[config.mk]
export PLATFORM = sky130hd
export DESIGN_NAME = pkt_analyser
export DESIGN_NICKNAME = d
export VERILOG_FILES = /design/src/rtl/pkt_analyser.sv
export SDC_FILE = /design/constraint.sdc
export NUM_CORES = 1
export LEC_CHECK = 0
export ABC_CLOCK_PERIOD_IN_PS = 2670
export CORE_ASPECT_RATIO = 2
export CORE_UTILIZATION = 47
export CTS_CLUSTER_SIZE = 16
export DETAILED_ROUTE_END_ITERATION = 6
export GPL_ROUTABILITY_DRIVEN = 0
export GPL_TIMING_DRIVEN = 1
export PLACE_DENSITY = 0.8
export SYNTH_ARGS = -nofsm -noshare
export SYNTH_HDL_FRONTEND = slang
export SYNTH_SLANG_ARGS = --single-unit
[constraint.sdc]
create_clock -name clk -period 2.67 [get_ports clk]
set_input_delay 0.801 -clock clk [delete_from_list [all_inputs] [get_ports clk]]
set_output_delay 0.801 -clock clk [all_outputs]
set_load 0.02 [all_outputs]
[src/rtl/pkt_analyser.sv]
// Header-driven packet router front end: parses {dsap, ssap, len}, requests the
// destination port from an arbiter, then streams len payload beats or drops the frame.
module pkt_analyser #(
  parameter int NPORT = 4,
  parameter int DW    = 8,
  parameter int CW    = 16
) (
  input  logic              clk,
  input  logic              reset,
  input  logic              in_valid,
  input  logic [3*DW-1:0]   in_data,
  output logic              in_ready,
  output logic [NPORT-1:0]  req_out,
  input  logic              grant_in,
  output logic              out_valid,
  input  logic              out_ready,
  output logic [DW-1:0]     data_out,
  output logic [DW-1:0]     src_out,
  output logic              last_out,
  output logic              err_drop,
  output logic [CW-1:0]     drop_cnt
);

  localparam int PW = $clog2(NPORT);
  localparam logic [NPORT-1:0] PORT0   = {{(NPORT-1){1'b0}}, 1'b1};
  localparam logic [DW-1:0]    BEAT1   = {{(DW-1){1'b0}}, 1'b1};
  localparam logic [CW-1:0]    CNT_ONE = {{(CW-1){1'b0}}, 1'b1};

  typedef enum logic [1:0] {IDLE, REQ, TRANS, DROP} state_t;

  state_t            state_q, state_d;
  logic [DW-1:0]     ssap_q, ssap_d;
  logic [DW-1:0]     cnt_q, cnt_d;
  logic [NPORT-1:0]  req_q, req_d;
  logic              err_q, err_d;
  logic [CW-1:0]     drop_q, drop_d;

  logic [DW-1:0]     hdr_dsap, hdr_ssap, hdr_len;
  logic              hdr_ok;

  assign hdr_dsap = in_data[3*DW-1:2*DW];
  assign hdr_ssap = in_data[2*DW-1:DW];
  assign hdr_len  = in_data[DW-1:0];
  // Only the low log2(NPORT) dsap bits may be set; an empty frame is never routed.
  assign hdr_ok   = ((hdr_dsap >> PW) == {DW{1'b0}}) && (hdr_len != {DW{1'b0}});

  // Payload path is a zero-latency pass-through while TRANS owns the port.
  always_comb begin
    in_ready  = 1'b0;
    out_valid = 1'b0;
    case (state_q)
      IDLE:    in_ready = 1'b1;
      REQ:     in_ready = 1'b0;
      TRANS: begin
        in_ready  = out_ready;
        out_valid = in_valid;
      end
      DROP:    in_ready = 1'b1;
      default: in_ready = 1'b0;
    endcase
    if (reset) begin
      in_ready = 1'b0;
    end
  end

  assign data_out = in_data[DW-1:0];
  assign src_out  = ssap_q;
  assign last_out = out_valid && (cnt_q == BEAT1);
  assign req_out  = req_q;
  assign err_drop = err_q;
  assign drop_cnt = drop_q;

  // Next-state logic for the frame FSM and its registered side outputs.
  always_comb begin
    state_d = state_q;
    ssap_d  = ssap_q;
    cnt_d   = cnt_q;
    req_d   = req_q;
    err_d   = 1'b0;
    drop_d  = drop_q;
    case (state_q)
      IDLE: begin
        if (in_valid) begin
          ssap_d = hdr_ssap;
          cnt_d  = hdr_len;
          if (hdr_ok) begin
            state_d = REQ;
            req_d   = PORT0 << hdr_dsap[PW-1:0];
          end else begin
            err_d   = 1'b1;
            drop_d  = (drop_q == {CW{1'b1}}) ? drop_q : drop_q + CNT_ONE;
            state_d = (hdr_len == {DW{1'b0}}) ? IDLE : DROP;
          end
        end
      end
      REQ: begin
        if (grant_in) begin
          state_d = TRANS;
        end
      end
      TRANS: begin
        if (in_valid && out_ready) begin
          cnt_d = cnt_q - BEAT1;
          if (cnt_q == BEAT1) begin
            state_d = IDLE;
            req_d   = {NPORT{1'b0}};
          end
        end
      end
      DROP: begin
        if (in_valid) begin
          cnt_d = cnt_q - BEAT1;
          if (cnt_q == BEAT1) begin
            state_d = IDLE;
          end
        end
      end
      default: begin
        state_d = IDLE;
        req_d   = {NPORT{1'b0}};
      end
    endcase
  end

  // State registers; reset abandons any frame in flight.
  always_ff @(posedge clk or posedge reset) begin
    if (reset) begin
      state_q <= IDLE;
      ssap_q  <= {DW{1'b0}};
      cnt_q   <= {DW{1'b0}};
      req_q   <= {NPORT{1'b0}};
      err_q   <= 1'b0;
      drop_q  <= {CW{1'b0}};
    end else begin
      state_q <= state_d;
      ssap_q  <= ssap_d;
      cnt_q   <= cnt_d;
      req_q   <= req_d;
      err_q   <= err_d;
      drop_q  <= drop_d;
    end
  end

endmodule

# --- Word level (Yosys, flattened, before mapping) ---
# Index checks and enable logic that the tools add are counted.
op_classes:
  addsub: 2
  n_eq_ne: 11
  reduce_logical: 15
  shift: 1
  bitwise_logic: 2
  muxes: 23
op_table:
  columns: ["cell", "count"]
  rows:
  - ["$mux 8", 3]
  - ["$pmux 8 s3", 1]
  - ["$add 16x1->16 const B", 1]
  - ["$eq 16x16->1 const B", 1]
  - ["$logic_not 8->1", 2]
  - ["$mux 4", 4]
  - ["$mux 2", 7]
  - ["$ne 2x2->1 const B", 6]
  - ["$reduce_and 4->1", 3]
  - ["$eq 8x1->1 const B", 1]
  - ["$pmux 2 s4", 1]
  - ["$pmux 4 s2", 1]
  - ["$reduce_bool 8->1", 1]
  - ["$sub 8x1->8 const B", 1]
  - ["$mux 1", 5]
  - ["$reduce_and 5->1", 1]
  - ["$eq 2x2->1 const B", 2]
  - ["$shl 1x2->4 const A", 1]
  - ["$logic_and 1x1->1", 3]
  - ["$pmux 1 s3", 1]
  - ["$reduce_bool 3->1", 1]
  - ["$eq 2x1->1 const B", 1]
  - ["$logic_not 2->1", 1]
  - ["$not 1->1", 2]
  - ["other kinds (3)", 3]
totals:
  reg_bits: 39
  output_inout_bits: 40
  wordCells: 60

# --- Logic depth before layout (Yosys ltp) ---
# Gate-level depths: netlist of run 1.
logic_depth:
  depth_word: 5
  mapped_depth: 8
  mapped_depth_nobuf: 6

# --- Least setup slack after synthesis of run 1 ---
# No wires, ideal clock.
synth_timing:
  path_kind: "input-to-reg"
  start: "in in_data[19]"
  end: "reg drop_q[2] (netlist: drop_cnt[2])"
  path_stages: 5
  setup_slack_ps: 293
  t_arrival_ps: 2238
  setup_time_ps: 138
  n_path_buf: 1
  cell_sequence: "or4_4 > a2111oi_4 > buf_4 > nor4_1 > xor2_1"
synth_via:
  elab_chain_len: 4
synth_lines:
  columns: ["item", "line", "source"]
  rows:
  - ["start: declaration", "11", "input logic [3*DW-1:0] in_data,"]
  - ["$logic_not 8->1", "45", "assign hdr_ok = ((hdr_dsap >> PW) == {DW{1'b0}}) && (hdr_len != {DW{1'b0}});"]
  - ["$logic_and 1x1->1", "45", null]
  - ["$not 1->1 (no line)", null, null]
  - ["$reduce_and 4->1 (no line)", null, null]
  - ["end signal: assignment", "133", "drop_q <= {CW{1'b0}};"]
  - ["end signal: assignment", "140", "drop_q <= drop_d;"]
  - ["end: declaration", "36", "logic [CW-1:0] drop_q, drop_d;"]
# Every way passes these cells.
# A chain may end at the register's enable or synchronous reset.

# --- Final worst setup path of run 1 ---
layout_timing:
  start: "in out_ready"
  end: "out in_ready"
layout_via:
  elab_chain_len: 2
layout_lines:
  columns: ["item", "line", "source"]
  rows:
  - ["start: declaration", "16", "input logic out_ready,"]
  - ["$pmux 1 s3", "51", "case (state_q)"]
  - ["$mux 1", "61", "if (reset) begin"]
  - ["end: declaration", "12", "output logic in_ready,"]
# Every way passes these cells.

==> impl_metrics.json, run 1 <==
{
  "hold_ws_ps": 504,
  "num_rows": 35,
  "worstSetupEndpoint": "in_ready",
  "synth-compound-area-share": 0.113,
  "fmax_mhz": 391,
  "antenna_found_initial": 0,
  "rsz0062_at_grt": "false",
  "cts_buffers": 5,
  "area_growth_pct": 40.6,
  "finalPower_uw": 2890,
  "reg2regPathDepth": 6,
  "critPathLaunchType": "input pin",
  "drv_cap": 0,
  "hold_viol_final": 0,
  "synth_top_area_frac": 0.430,
  "required_ps": 1870,
  "synth_fa_ha_area_frac": 0.0496,
  "via_per_inst": 5.55,
  "leakage_uw": 0.00142,
  "slew_headroom": 0.656,
  "cts_tree": "done",
  "wl_um": 5420,
  "grt_util_met2": 0.408,
  "tightest_slew_ps": 516,
  "fillers": 377,
  "die_h_um": 100,
  "async_reset_ff_frac": 1.00,
  "dp_slack_ps": -338,
  "grt_max_degree": 40,
  "power_density_mw_per_mm2": 906,
  "fin_skew_ps": 5.66,
  "die_area_mm2": 0.00513,
  "htreeDepth": 2,
  "synth_mux_area_frac": 0.0634,
  "use_met3": 0.0364,
  "synth-simple-area-share": 0.233,
  "fp.dieW_um": 51.2,
  "synth.area.top_cells": "dfrtp_1, mux2_2, xor2_1",
  "drt_iter0_markers": 37,
  "diodes": 0,
  "grt_use_met1": 0.254,
  "r2r_start": "state_q[0]",
  "end_kind": "output pin",
  "synth_edf_count": 0,
  "irDropWorstVdd_mv": 0.682,
  "dr.pass1.iters": 4,
  "place_hpwl_um": 4110,
  "grt_pass1_wl_um": 9000,
  "synth_nets": 268,
  "clk_latency_ps": 290,
  "cts.sinks": 39,
  "crit_arrival_ps": 1750,
  "ys.flop_type": "dfrtp_1",
  "setup_ws_ps": 114,
  "fin_nets": 351,
  "cts_buffer_depth": 2,
  "start_util": 0.489,
  "timing.critical_path.from": "out_ready",
  "regToRegSetupSlack_ps": 630,
  "root_buffer": "clkbuf_8",
  "path_clk_slew_ps": 70,
  "first_global_vias": 1991,
  "status": "completed",
  "io_pins": 69,
  "post-route-period-util": 0.957,
  "via_count": 2038,
  "syn_inst": 230,
  "yosysUniqueCellTypes": 44,
  "syn_avg_cell_area_um2": 9.87,
  "hold_buffers": 0,
  "synth.most_common_cell": "dfrtp_1",
  "ys_seq_area_frac": 0.430,
  "critPathKind": "in -> out",
  "ys_ff_latch": 39,
  "busiest_layer": "met2",
  "synth_common_cells": "dfrtp_1, nand3_1, nor4_1, nand2_1",
  "drive_gt1_frac": 0.170,
  "core-area_mm2": 0.00464,
  "synth_area_mm2": 0.00227,
  "ant_nets": 0,
  "period_minus_slack_ps": 2560,
  "maxSlewViolCount": 0,
  "overflow": 0,
  "min_path_type": "reg -> reg",
  "drt-wirelength-per-cell_um": 14.8,
  "port_buffers": 68,
  "path_max_fanout": 3,
  "setup_viol": 0,
  "synth_top_family_by_area": "simple AND/OR/NAND/NOR gates",
  "yosys_warnings": 0,
  "synth_xor_area_frac": 0.0501,
  "grtUsageTotal": 0.232,
  "drc": 0,
  "r2r-end": "state_q[1]",
  "yosys.area.top_type": "dfrtp_1"
}
[stage by stage]
stage | utilization | TNS, ps | cell area, um2 | cells
6_report | 0.688 | 0 | 3190 | 367
5_1_grt | 0.688 | 0 | 3190 | 367
4_1_cts | 0.689 | 0 | 3200 | 367
3_5_place_dp | 0.675 | -2540 | 3130 | 361
3_3_place_gp | 0.675 | -2200 | 3130 | 361
2_1_floorplan | - | 0 | 2270 | 230
[power by group]
group | leakage, uW | total (uW) | internal, uW | switching, uW
Sequential | 0.000477 | 956 | 791 | 165
Clock | 0.0000371 | 365 | 174 | 191
Combinational | 0.000908 | 1570 | 758 | 813
[flip-flops by register name, indices dropped and copies added (netlist names)]
register and cells:
drop_cnt 16, src_out 8, state_q 2, err_drop 1, cnt_q 8, req_out 4
[how the worst min path moves through the flow]
stage                            start      endpoint  cells past startpoint
after floorplan               cnt_q[7]      cnt_q[7]                      1
after global placement      src_out[1]    src_out[1]                      1
after detailed placement    src_out[7]    src_out[7]                      1
after CTS                   src_out[7]    src_out[7]                      1
after global routing       drop_cnt[9]   drop_cnt[9]                      1
final                     drop_cnt[15]  drop_cnt[15]                      1
[cells in the final DEF, fill, tap and decap left out, types with 11 or more instances in the layout]
cell type / synthesis / final
buf_4: 9 / 23
xor2_1: 13 / 13
dfrtp_1: 39 / 39
mux2_2: 11 / 11
clkdlybuf4s50_1: 0 / 57
nor4_1: 17 / 16
nor2_1: 13 / 13
nand3_1: 17 / 17
nand2_1: 16 / 16
[routing by layer]
metal  wire length, um  up-vias
li1                  -      995
met1              2040      969
met2              3020       59
met3               199       15
met4               157        0
met5                 0        -
[critical path: stages]
cell and delay (ps):
clkdlybuf4s50_1 500, nand2_1 60, a211oi_1 200, buf_2 190
[area by class of cell]
cell class | count | area, um2 | share of cell area
sequential | 39 | 976 | 0.306
clock buffer | 6 | 72.6 | 0.0227
inverter | 9 | 33.8 | 0.0106
tap | 55 | 68.8 | 0.0216
timing repair buffer | 93 | 872 | 0.273
multi-input combinational | 165 | 1170 | 0.366
[kinds of logic (layout without fill, tap and decap cells)]
group                    Yosys count  in the layout
AND/OR/NAND/NOR                   96             96
AO/OA/AOI/OAI                     34             34
buffers and inverters             26            108
flip-flops                        39             39
XOR/XNOR                          13             13
multiplexers                      13             13
adder cells (fa/ha/maj)            9              9
[repair_timing]
| item | in CTS | in global routing |
|---|---|---|
| gates resized for setup | 17 | 3 |
| buffers inserted | 0 | 0 |
| setup endpoints to repair | 11 | 2 |
| pin swaps | 0 | 0 |
Power figures use the tool's default switching activity.
==> run 2, diff against run 1 <==
==> config.mk (replaced) <==
export PLATFORM = sky130hd
export DESIGN_NAME = pkt_analyser
export DESIGN_NICKNAME = d
export VERILOG_FILES = /design/src/rtl/pkt_analyser.sv
export SDC_FILE = /design/constraint.sdc
export NUM_CORES = 1
export LEC_CHECK = 0
export ABC_CLOCK_PERIOD_IN_PS = 3050
export CORE_ASPECT_RATIO = 2
export CORE_UTILIZATION = 51
export CTS_CLUSTER_SIZE = 16
export DETAILED_ROUTE_END_ITERATION = 6
export GPL_ROUTABILITY_DRIVEN = 0
export GPL_TIMING_DRIVEN = 1
export PLACE_DENSITY = 0.86
export SYNTH_ARGS = -nofsm -noshare
export SYNTH_HDL_FRONTEND = slang
export SYNTH_SLANG_ARGS = --single-unit
==> constraint.sdc (replaced) <==
create_clock -name clk -period 3.05 [get_ports clk]
set_input_delay 0.915 -clock clk [delete_from_list [all_inputs] [get_ports clk]]
set_output_delay 0.915 -clock clk [all_outputs]
set_load 0.02 [all_outputs]
==> impl_metrics.json, run 2 (synthesized netlist as in run 1, its figures left out) <==
{
  "status": "completed",
  "io_pins": 69,
  "period_minus_slack_ps": 3000,
  "r2r-end": "drop_cnt[2]",
  "rsz0062_at_grt": "false",
  "slew_headroom": 0.634,
  "required_ps": 2130,
  "power_density_mw_per_mm2": 821,
  "min_path_cells": 1,
  "die_area_mm2": 0.00474,
  "seqCellArea_um2": 976,
  "fillers": 336,
  "regToRegSetupSlack_ps": 1010,
  "irDropWorstVdd_mv": 0.677,
  "drv_cap": 0,
  "mostFrequentLayoutCells": "clkdlybuf4s50_1, dfrtp_1, nand3_1, nand2_1, nor4_1",
  "leakage_uw": 0.00136,
  "multi_input_area_mm2": 0.00117,
  "drc": 0,
  "grtUsageTotal": 0.243,
  "area_growth_pct": 37.3,
  "fp.dieW_um": 49.2,
  "fin_skew_ps": 6.30,
  "grt_pass1_wl_um": 8940,
  "num_rows": 34,
  "post-route-period-util": 0.982,
  "setup_viol": 0,
  "grt_max_degree": 40,
  "critPathKind": "in -> out",
  "cts_buffer_depth": 2,
  "first_global_vias": 2055,
  "start_util": 0.529,
  "fmax_mhz": 334,
  "core-area_mm2": 0.00430,
  "whs_endpoint": "src_out[5]",
  "end_kind": "output pin",
  "fin_nets": 337,
  "reg2regPathDepth": 6,
  "die_h_um": 96.4,
  "final_common_cell": "clkdlybuf4s50_1",
  "port_buffers": 68,
  "r2r_start": "state_q[0]",
  "cts_tree": "done",
  "path_clk_slew_ps": 70,
  "hold_buffers": 0,
  "largest_reg_flops": 16,
  "via_per_inst": 5.73,
  "cts_resized": 4,
  "dr.pass1.iters": 4,
  "diodes": 0,
  "htreeDepth": 2,
  "wl_um": 5480,
  "clk_latency_ps": 280,
  "place_hpwl_um": 4130,
  "hold_viol_final": 0,
  "path_max_fanout": 3,
  "tightest_slew_ps": 544,
  "min_path_type": "reg -> reg",
  "cts.sinks": 39,
  "drive_gt1_frac": 0.130,
  "via_count": 2028,
  "ant_nets": 0,
  "critPathLaunchType": "input pin",
  "drt-wirelength-per-cell_um": 15.5,
  "crit_arrival_ps": 2080,
  "finalPower_uw": 2560,
  "overflow": 0,
  "drt_iter0_markers": 36,
  "cts_buffers": 5,
  "hold_start": "src_out[5]",
  "antenna_found_initial": 0,
  "root_buffer": "clkbuf_8",
  "maxSlewViolCount": 0,
  "post_cts.repair.setup_buffers": 0,
  "finalSetupTns_ps": 0
}
run 2: cell types whose count changed in the layout (fill, tap and decap cells not counted), sizes merged:
cell	previous run	this run
clkbuf	6	8
buf	27	11
dlygate4sd2	9	3
clkdlybuf4s50	57	65
run 2: power by group:
group          switching [uW]  internal, uW  total, uW
Clock                     175           207        382
Sequential                154           692        846
Combinational             705           626       1330
Total                    1030          1530       2560
run 2: worst max path at each step:
stage / startpoint / slack, ps / to
6_report: in_valid / 50 / last_out
2_1_floorplan: in_data[19] / 560 / drop_cnt[2]
5_1_grt: in_valid / 0.1 / last_out
3_5_place_dp: in_valid / -230 / last_out
4_1_cts: in_valid / 50 / last_out
3_3_place_gp: out_ready / -180 / in_ready
run 2: layout make-up:
class | count | area share
multi-input cells | 165 | 0.375
inverters | 9 | 0.0108
flip-flops and latches | 39 | 0.313
clock buffers | 8 | 0.0321
well taps | 54 | 0.0217
repair buffers | 79 | 0.248
run 2: through the flow:
| stage | area, um2 | utilization | std cells | hold WS (ps) | worst slack, ps |
|---|---|---|---|---|---|
| 2_1_floorplan | 2270 | - | 230 | 482 | 559 |
| 3_3_place_gp | 3020 | 0.702 | 346 | 487 | -180 |
| 3_5_place_dp | 3020 | 0.702 | 346 | 492 | -231 |
| 4_1_cts | 3120 | 0.726 | 354 | 509 | 53.2 |
| 5_1_grt | 3120 | 0.726 | 354 | 531 | 0.120 |
| 6_report | 3120 | 0.726 | 354 | 507 | 54.5 |
run 2: critical path: stages:
cell             delay, ps
clkdlybuf4s50_1        490
inv_1                   80
nor3_1                 230
dlygate4sd2_1          370
run 2: per-layer routing:
| layer | GRT usage | share of wire |
|---|---|---|
| met4 | 0.0980 | 0.016 |
| met1 | 0.239 | 0.37 |
| met2 | 0.490 | 0.58 |
| met5 | 0 | 0 |
| met3 | 0.0329 | 0.034 |
